[config.mk]
export PLATFORM = sky130hd
export DESIGN_NAME = mem_fill_ctrl
export DESIGN_NICKNAME = d
export VERILOG_FILES = /design/src/rtl/mem_fill_ctrl.sv
export SDC_FILE = /design/constraint.sdc
export NUM_CORES = 1
export LEC_CHECK = 0
export ABC_AREA = 1
export BUFFER_PORTS_ARGS = -buffer_cell sky130_fd_sc_hd__buf_2
export CAP_MARGIN = 40
export CORE_AREA = 2 2 449 451
export DETAILED_ROUTE_END_ITERATION = 6
export DIE_AREA = 0 0 451 453
export SLEW_MARGIN = 20
export SYNTH_ARGS = -nofsm -noshare
export SYNTH_HDL_FRONTEND = slang
export SYNTH_SLANG_ARGS = --single-unit
[constraint.sdc]
create_clock -name clk -period 2.6 [get_ports clk]
set_input_delay 0.13 -clock clk [delete_from_list [all_inputs] [get_ports clk]]
set_output_delay 0.13 -clock clk [all_outputs]
set_load 0.01 [all_outputs]
[src/rtl/mem_fill_ctrl.sv]
// Cache line fill controller: optional dirty-line writeback, then a line read,
// with per-wait timeout and a sticky error state that only reset clears.
module mem_fill_ctrl #(
   parameter int unsigned ENTRIES = 256,
   parameter int unsigned TIMEOUT = 16
) (
   input  logic         clk,
   input  logic         rst,
   input  logic         req_valid,
   output logic         req_ready,
   input  logic         req_fill,
   input  logic         req_wb,
   input  logic [26:0]  req_fill_addr,
   input  logic [26:0]  req_wb_addr,
   input  logic [255:0] req_wb_data,
   output logic         resp_valid,
   output logic [255:0] resp_data,
   output logic         wb_done,
   output logic         err,
   output logic [26:0]  mem_a,
   output logic [31:0]  mem_be,
   output logic [255:0] mem_wd,
   output logic         mem_write,
   output logic         mem_read,
   input  logic [255:0] mem_rd,
   input  logic         mem_valid,
   input  logic         mem_ready
);

   localparam int unsigned     CNT_W     = (TIMEOUT < 2) ? 1 : $clog2(TIMEOUT);
   localparam logic [CNT_W-1:0] CNT_LAST = CNT_W'(TIMEOUT - 1);
   localparam logic [27:0]     ENTRIES_L = 28'(ENTRIES);

   typedef enum logic [2:0] {
      IDLE,
      WB_ISSUE,
      WB_WAIT,
      RD_ISSUE,
      RD_WAIT,
      RESP,
      ERROR
   } state_t;

   state_t             state_q, state_d;
   logic [26:0]        wb_addr_q, wb_addr_d;
   logic [26:0]        fill_addr_q, fill_addr_d;
   logic [255:0]       wb_data_q, wb_data_d;
   logic [255:0]       resp_data_q, resp_data_d;
   logic               fill_q, fill_d;
   logic               wb_done_q, wb_done_d;
   logic [CNT_W-1:0]   cnt_q, cnt_d;
   logic               wb_oob, fill_oob;

   always_comb begin
      wb_oob   = req_wb   && ({1'b0, req_wb_addr}   >= ENTRIES_L);
      fill_oob = req_fill && ({1'b0, req_fill_addr} >= ENTRIES_L);
   end

   always_comb begin
      state_d     = state_q;
      wb_addr_d   = wb_addr_q;
      fill_addr_d = fill_addr_q;
      wb_data_d   = wb_data_q;
      fill_d      = fill_q;
      resp_data_d = resp_data_q;
      cnt_d       = cnt_q;
      wb_done_d   = 1'b0;
      case (state_q)
         IDLE: begin
            if (req_valid) begin
               wb_addr_d   = req_wb_addr;
               fill_addr_d = req_fill_addr;
               wb_data_d   = req_wb_data;
               fill_d      = req_fill;
               if (wb_oob || fill_oob) begin
                  state_d = ERROR;
               end else if (req_wb) begin
                  state_d = WB_ISSUE;
               end else if (req_fill) begin
                  state_d = RD_ISSUE;
               end
            end
         end
         WB_ISSUE: begin
            state_d = WB_WAIT;
            cnt_d   = '0;
         end
         // The strobe wins over an expiring counter on the last allowed wait cycle.
         WB_WAIT: begin
            if (mem_ready) begin
               wb_done_d = 1'b1;
               state_d   = fill_q ? RD_ISSUE : IDLE;
            end else if (cnt_q == CNT_LAST) begin
               state_d = ERROR;
            end else begin
               cnt_d = cnt_q + CNT_W'(1);
            end
         end
         RD_ISSUE: begin
            state_d = RD_WAIT;
            cnt_d   = '0;
         end
         RD_WAIT: begin
            if (mem_valid) begin
               resp_data_d = mem_rd;
               state_d     = RESP;
            end else if (cnt_q == CNT_LAST) begin
               state_d = ERROR;
            end else begin
               cnt_d = cnt_q + CNT_W'(1);
            end
         end
         RESP:    state_d = IDLE;
         ERROR:   state_d = ERROR;
         default: state_d = IDLE;
      endcase
   end

   always_comb begin
      req_ready  = (state_q == IDLE);
      resp_valid = (state_q == RESP);
      err        = (state_q == ERROR);
      wb_done    = wb_done_q;
      resp_data  = resp_data_q;
      mem_a      = '0;
      mem_be     = '0;
      mem_wd     = '0;
      mem_write  = 1'b0;
      mem_read   = 1'b0;
      case (state_q)
         WB_ISSUE: begin
            mem_write = 1'b1;
            mem_a     = wb_addr_q;
            mem_wd    = wb_data_q;
            mem_be    = '1;
         end
         RD_ISSUE: begin
            mem_read = 1'b1;
            mem_a    = fill_addr_q;
         end
         default: ;
      endcase
   end

   always_ff @(posedge clk) begin
      if (rst) begin
         state_q     <= IDLE;
         wb_addr_q   <= '0;
         fill_addr_q <= '0;
         wb_data_q   <= '0;
         fill_q      <= 1'b0;
         resp_data_q <= '0;
         cnt_q       <= '0;
         wb_done_q   <= 1'b0;
      end else begin
         state_q     <= state_d;
         wb_addr_q   <= wb_addr_d;
         fill_addr_q <= fill_addr_d;
         wb_data_q   <= wb_data_d;
         fill_q      <= fill_d;
         resp_data_q <= resp_data_d;
         cnt_q       <= cnt_d;
         wb_done_q   <= wb_done_d;
      end
   end

endmodule

# After elaboration in Yosys (flattened, before gate mapping)
# Index checks and enable logic that the tools add are counted.
# word_totals
out_inout_bits	577
reg_bits	575
input_bits	573
# op_classes
addsub	1
reduce_logical	11
n_bitwise	1
magnitude_cmp	2
n_eq_ne	11
n_mux	19
# ops
cell	count
$mux W256	1
$ge A27 B9 Y1 const B	2
$pmux W27 S2	1
$mux W32	1
$mux W3	7
$pmux W3 S6	1
$mux W4	3
$pmux W4 S3	1
$eq A3 B3 Y1 const B	3
$eq A3 B2 Y1 const B	2
$ne A2 B2 Y1 const B	3
$reduce_and A2 Y1	3
$add A4 B1 Y4 const B	1
$eq A4 B4 Y1 const B	1
$ne A4 B1 Y1 const B	1
$reduce_or A2 Y1	2
$eq A3 B1 Y1 const B	1
$logic_not A3 Y1	1
$mux W1	3
$reduce_and A3 Y1	1
$reduce_bool A3 Y1	1
$logic_and A1 B1 Y1	2
$mux W2	1
$logic_or A1 B1 Y1	1
$not A1 Y1	1

# Longest topological paths before layout
# logic_depth
depth_word	6
depth_mapped	9
mapped_depth_nobuf	8

# Worst setup path after synthesis
# OpenSTA, ideal clock, no wires.
# synth_timing
path_kind	register -> output
from	register state_q[0]
to	output mem_be[0]
path_stages_with_launch	8
slack_ns	0.699
arrival_time_ns	1.771
required_ns	2.470
path_cell_list	dfxtp_1 inv_1 nor2_4 nand2_1 buf_2 buf_2 inv_1 buf_4
# synth_via
elab_chain_cells	2
# synth_rtl
element	line	text
start, declared	44	state_t state_q, state_d;
start signal, assigned	156	state_q <= state_d;
$eq A3 B1 Y1	130	case (state_q)
$mux W32	130	
end, declared	21	output logic [31:0] mem_be,
# Every way passes these cells.

# Final worst setup path
# layout_timing
from	register state_q[0]
to	output mem_wd[122]
# layout_via
elab_chain_cells	2
# layout_rtl
element	line	text
$eq A3 B1 Y1	130	
$mux W256	130	
end, declared	22	output logic [255:0] mem_wd,
# Every way passes these cells.

==> metrics.txt <==
run status finished with violations; violations in the final reports DRC; chip height 453 um; Synthesis Warnings 0; core area 199000 um2; Post-DP HPWL 152000 um; drt pass-1 iters 7; Clock Tree Buf Depth 3; Distinct cells, synth 27; Sink Count 575; leading post-synthesis cells by cell area sky130_fd_sc_hd__dfxtp_1 52%, sky130_fd_sc_hd__a21oi_1 13%, sky130_fd_sc_hd__nand2_1 9.1%; width of the die 451 um; vias in the first global route 26.3k; global-route usage over all layers 0.171; number of instances in the placed design 6571; fill cell total of the finished layout 22.4k; highest clock rate 406 MHz; H-tree level count 3; pin count of the biggest net entering global routing 184; startpoint class of the critical path register; type of element capturing the critical path output port; cell area after synthesis 22200 um2; post-route clock period utilization 0.947; Synth area leader sky130_fd_sc_hd__dfxtp_1; switching portion of total power 0.338; WL met1 73500 um; layout cell share with drive strength beyond 1 0.302; Switch Pwr 0.00999 W; post-layout worst setup margin 0.138 ns; number of nets in the finished design 5171; Max transition margin 0.205; Crit Path Max Fanout 32; Crit Path Category register to output port; slew at the pin closest to its max-slew limit 1.19 ns; drt initial violations 2529; top metal layer carrying routed signals met5; Static Leakage 17.3 nW; Post-Synthesis Net Count 3496; total via count in the routed design 27.9k; final estimated routing congestion in global placement 0.951; gate count after technology mapping 2922; IR drop worst, VDD 0.476 mV; number of vias per cell after detailed routing 3.78; Mean Syn Cell Area 7.60 um2; fraction of the yosys area taken by sequential cells 0.518; Final Instance Count excl. Fillers 7362; combined area of the multi-input logic cells 7950 um2; Num CTS Buffers 76; Antenna Nets Post-Route 0; share of the synthesized area in the top cell type 0.518; Setup Slack @ Placement 0.473 ns; DIE AREA 204000 um2; area used by sequential logic in the layout 11500 um2; class of the most critical hold timing path input pin to register; final core occ 0.199; power density over the cells 745 nW/um2; total chip power 0.0296 W; Maximum Capacitance Violations 0; wire length of the first global-routing pass 236000 um; remaining global-route overflow 0; Fin. Hold Viols 0; antenna violations before repair 76; unrepaired setup endpoints after global routing no; initial core utilization 0.111; internal power component 0.0196 W; routed length per instance 25.0 um; CP Data Required Time 2.47 ns; clock insertion delay at the later pin of the skew report 0.71 ns; wirelength, routed 184000 um; met3 wire len 17300 um; number of pins exceeding their max-slew limit in the final report 0; clock skew 0.0422 ns; part of the total power dissipated in the clock network 0.394; Flop pwr share 0.356; DRC violation count after routing 7; met2 WL post-DR 85300 um; CTS tree done; minimum clock period 2.46 ns; # rows 164; clock root buffer sky130_fd_sc_hd__clkbuf_16; Port Buffers 1149; Critical Path AT 2.33 ns; register bit count reported by yosys 575; total of endpoints with negative setup slack in the final report 0; Combinational Power Share 0.249; setup TNS after final layout 0 ns; layout-stage area growth over the synthesis result 78.7%; num ports 1150; clock slew at the register clock pins of the worst setup and hold paths 0.06 ns
==> placed cells by master, fill, tap and decap left out, types with 11 or more instances in the layout <==
cell type / Yosys / layout
sky130_fd_sc_hd__dfxtp_1: 575 / 575
sky130_fd_sc_hd__a21oi_1: 574 / 574
sky130_fd_sc_hd__diode_2: 0 / 50
sky130_fd_sc_hd__buf_12: 0 / 17
sky130_fd_sc_hd__dlygate4sd3_1: 0 / 598
sky130_fd_sc_hd__nor2_1: 285 / 282
sky130_fd_sc_hd__buf_2: 96 / 1148
sky130_fd_sc_hd__bufinv_16: 0 / 11
sky130_fd_sc_hd__buf_4: 44 / 81
sky130_fd_sc_hd__clkbuf_8: 0 / 13
sky130_fd_sc_hd__clkbuf_16: 0 / 76
sky130_fd_sc_hd__o21ai_1: 81 / 81
sky130_fd_sc_hd__inv_1: 321 / 320
sky130_fd_sc_hd__o21ai_0: 234 / 234
sky130_fd_sc_hd__clkinv_2: 0 / 13
sky130_fd_sc_hd__o22ai_1: 27 / 27
sky130_fd_sc_hd__nand2_1: 539 / 538
==> stage by stage <==
| step | hold WS [ns] | instance area (um2) |
|---|---|---|
| finish | 0.0932 | 39700 |
| global route | 0.0587 | 39600 |
| CTS | 0.00558 | 39600 |
| detailed placement | 0.386 | 30700 |
| global placement | 0.380 | 30700 |
| floorplan | 0.270 | 22200 |
==> registers in the layout, indices dropped and copies added, names as in the netlist <==
register	count
cnt_q	4
fill_addr_q	27
fill_q	1
resp_data	256
state_q	3
wb_addr_q	27
wb_data_q	256
wb_done	1
==> final timing paths <==
| kind | startpoint | endpoint | slack (ns) | cells after the start |
|---|---|---|---|---|
| worst max-delay path | state_q[0] | mem_wd[122] | 0.14 | 7 |
| worst min-delay path | req_valid | wb_data_q[227] | 0.09 | 3 |
| worst max register to register | state_q[1] | resp_data[227] | 0.26 | 8 |
| worst min register to register | wb_data_q[227] | wb_data_q[227] | 0.45 | 2 |
==> timing repair <==
action / in CTS / in global routing
endpoints found under the setup margin: 77 / 33
buffers inserted: 5 / 0
pin swaps: 0 / 0
gates resized for setup: 7 / 1
hold buffers: 598 / 0
endpoints found under the hold margin: 574 / 0
cloned: 1 / 0
==> cells in the mapped netlist <==
library cell and count:
sky130_fd_sc_hd__nand2_4 1, sky130_fd_sc_hd__xnor2_1 1, sky130_fd_sc_hd__nor3_1 2, sky130_fd_sc_hd__nor2_1 285, sky130_fd_sc_hd__nand2_1 539, sky130_fd_sc_hd__a21oi_1 574
sky130_fd_sc_hd__inv_2 6, sky130_fd_sc_hd__nor2_4 1, sky130_fd_sc_hd__o2111ai_1 1, sky130_fd_sc_hd__buf_2 96, sky130_fd_sc_hd__inv_1 321, sky130_fd_sc_hd__nand2_2 3
sky130_fd_sc_hd__buf_6 45, sky130_fd_sc_hd__buf_1 2, sky130_fd_sc_hd__or2_2 4, sky130_fd_sc_hd__ha_1 1, sky130_fd_sc_hd__buf_4 44, sky130_fd_sc_hd__xor2_1 1
sky130_fd_sc_hd__dfxtp_1 575, sky130_fd_sc_hd__clkbuf_2 1, sky130_fd_sc_hd__nand3_1 10, sky130_fd_sc_hd__a31oi_1 1, sky130_fd_sc_hd__nor2_2 2, sky130_fd_sc_hd__o21ai_1 81
sky130_fd_sc_hd__o22ai_1 27, sky130_fd_sc_hd__clkbuf_1 64, sky130_fd_sc_hd__o21ai_0 234
==> worst max-delay path, stage by stage, from the launching register on <==
cell                      delay, ns
sky130_fd_sc_hd__dfxtp_1       0.37
sky130_fd_sc_hd__inv_1         0.11
sky130_fd_sc_hd__nor2_4        0.20
sky130_fd_sc_hd__nand2_8       0.12
sky130_fd_sc_hd__buf_16        0.20
sky130_fd_sc_hd__buf_12        0.21
sky130_fd_sc_hd__nor2_1        0.21
sky130_fd_sc_hd__buf_2         0.19
==> kinds of logic (layout without fill, tap and decap cells) <==
family                     Yosys count  after routing  share of synthesized area
adders and majority gates            1              1                   0.000563
buffers and inverters              579           2313                      0.126
AOI/OAI and AO/OA                  918            918                      0.209
xor gates and xnor gates             2              2                   0.000789
and+or+nand+nor                    847            847                      0.146
other                                0             50                          0
DFF                                575            575                      0.518
==> area by class of cell <==
class,count,share of cell area
sequential,575,0.290
timing repair buffer,1849,0.322
clock inverter,42,0.0161
antenna,50,0.00315
clock buffer,95,0.0530
multi-input combinational,1768,0.200
tap,2656,0.0837
inverter,327,0.0314
==> layer usage <==
layer,up-vias,global-route usage
met5,-,0.0114
met1,13375,0.204
met3,360,0.0599
met4,16,0.0691
met2,1390,0.276
li1,12721,-
==> power by group through the flow <==
stage / Clock [W] / Combinational, W / Sequential (W)
after global placement: 0 / 0.00640 / 0.0107
final: 0.0117 / 0.00738 / 0.0105
after global routing: 0.0124 / 0.00795 / 0.0107
after CTS: 0.0121 / 0.00739 / 0.0105
after detailed placement: 0 / 0.00647 / 0.0107
after floorplan: 0 / 0.00336 / 0.0108
Power figures use the tool's default switching activity.
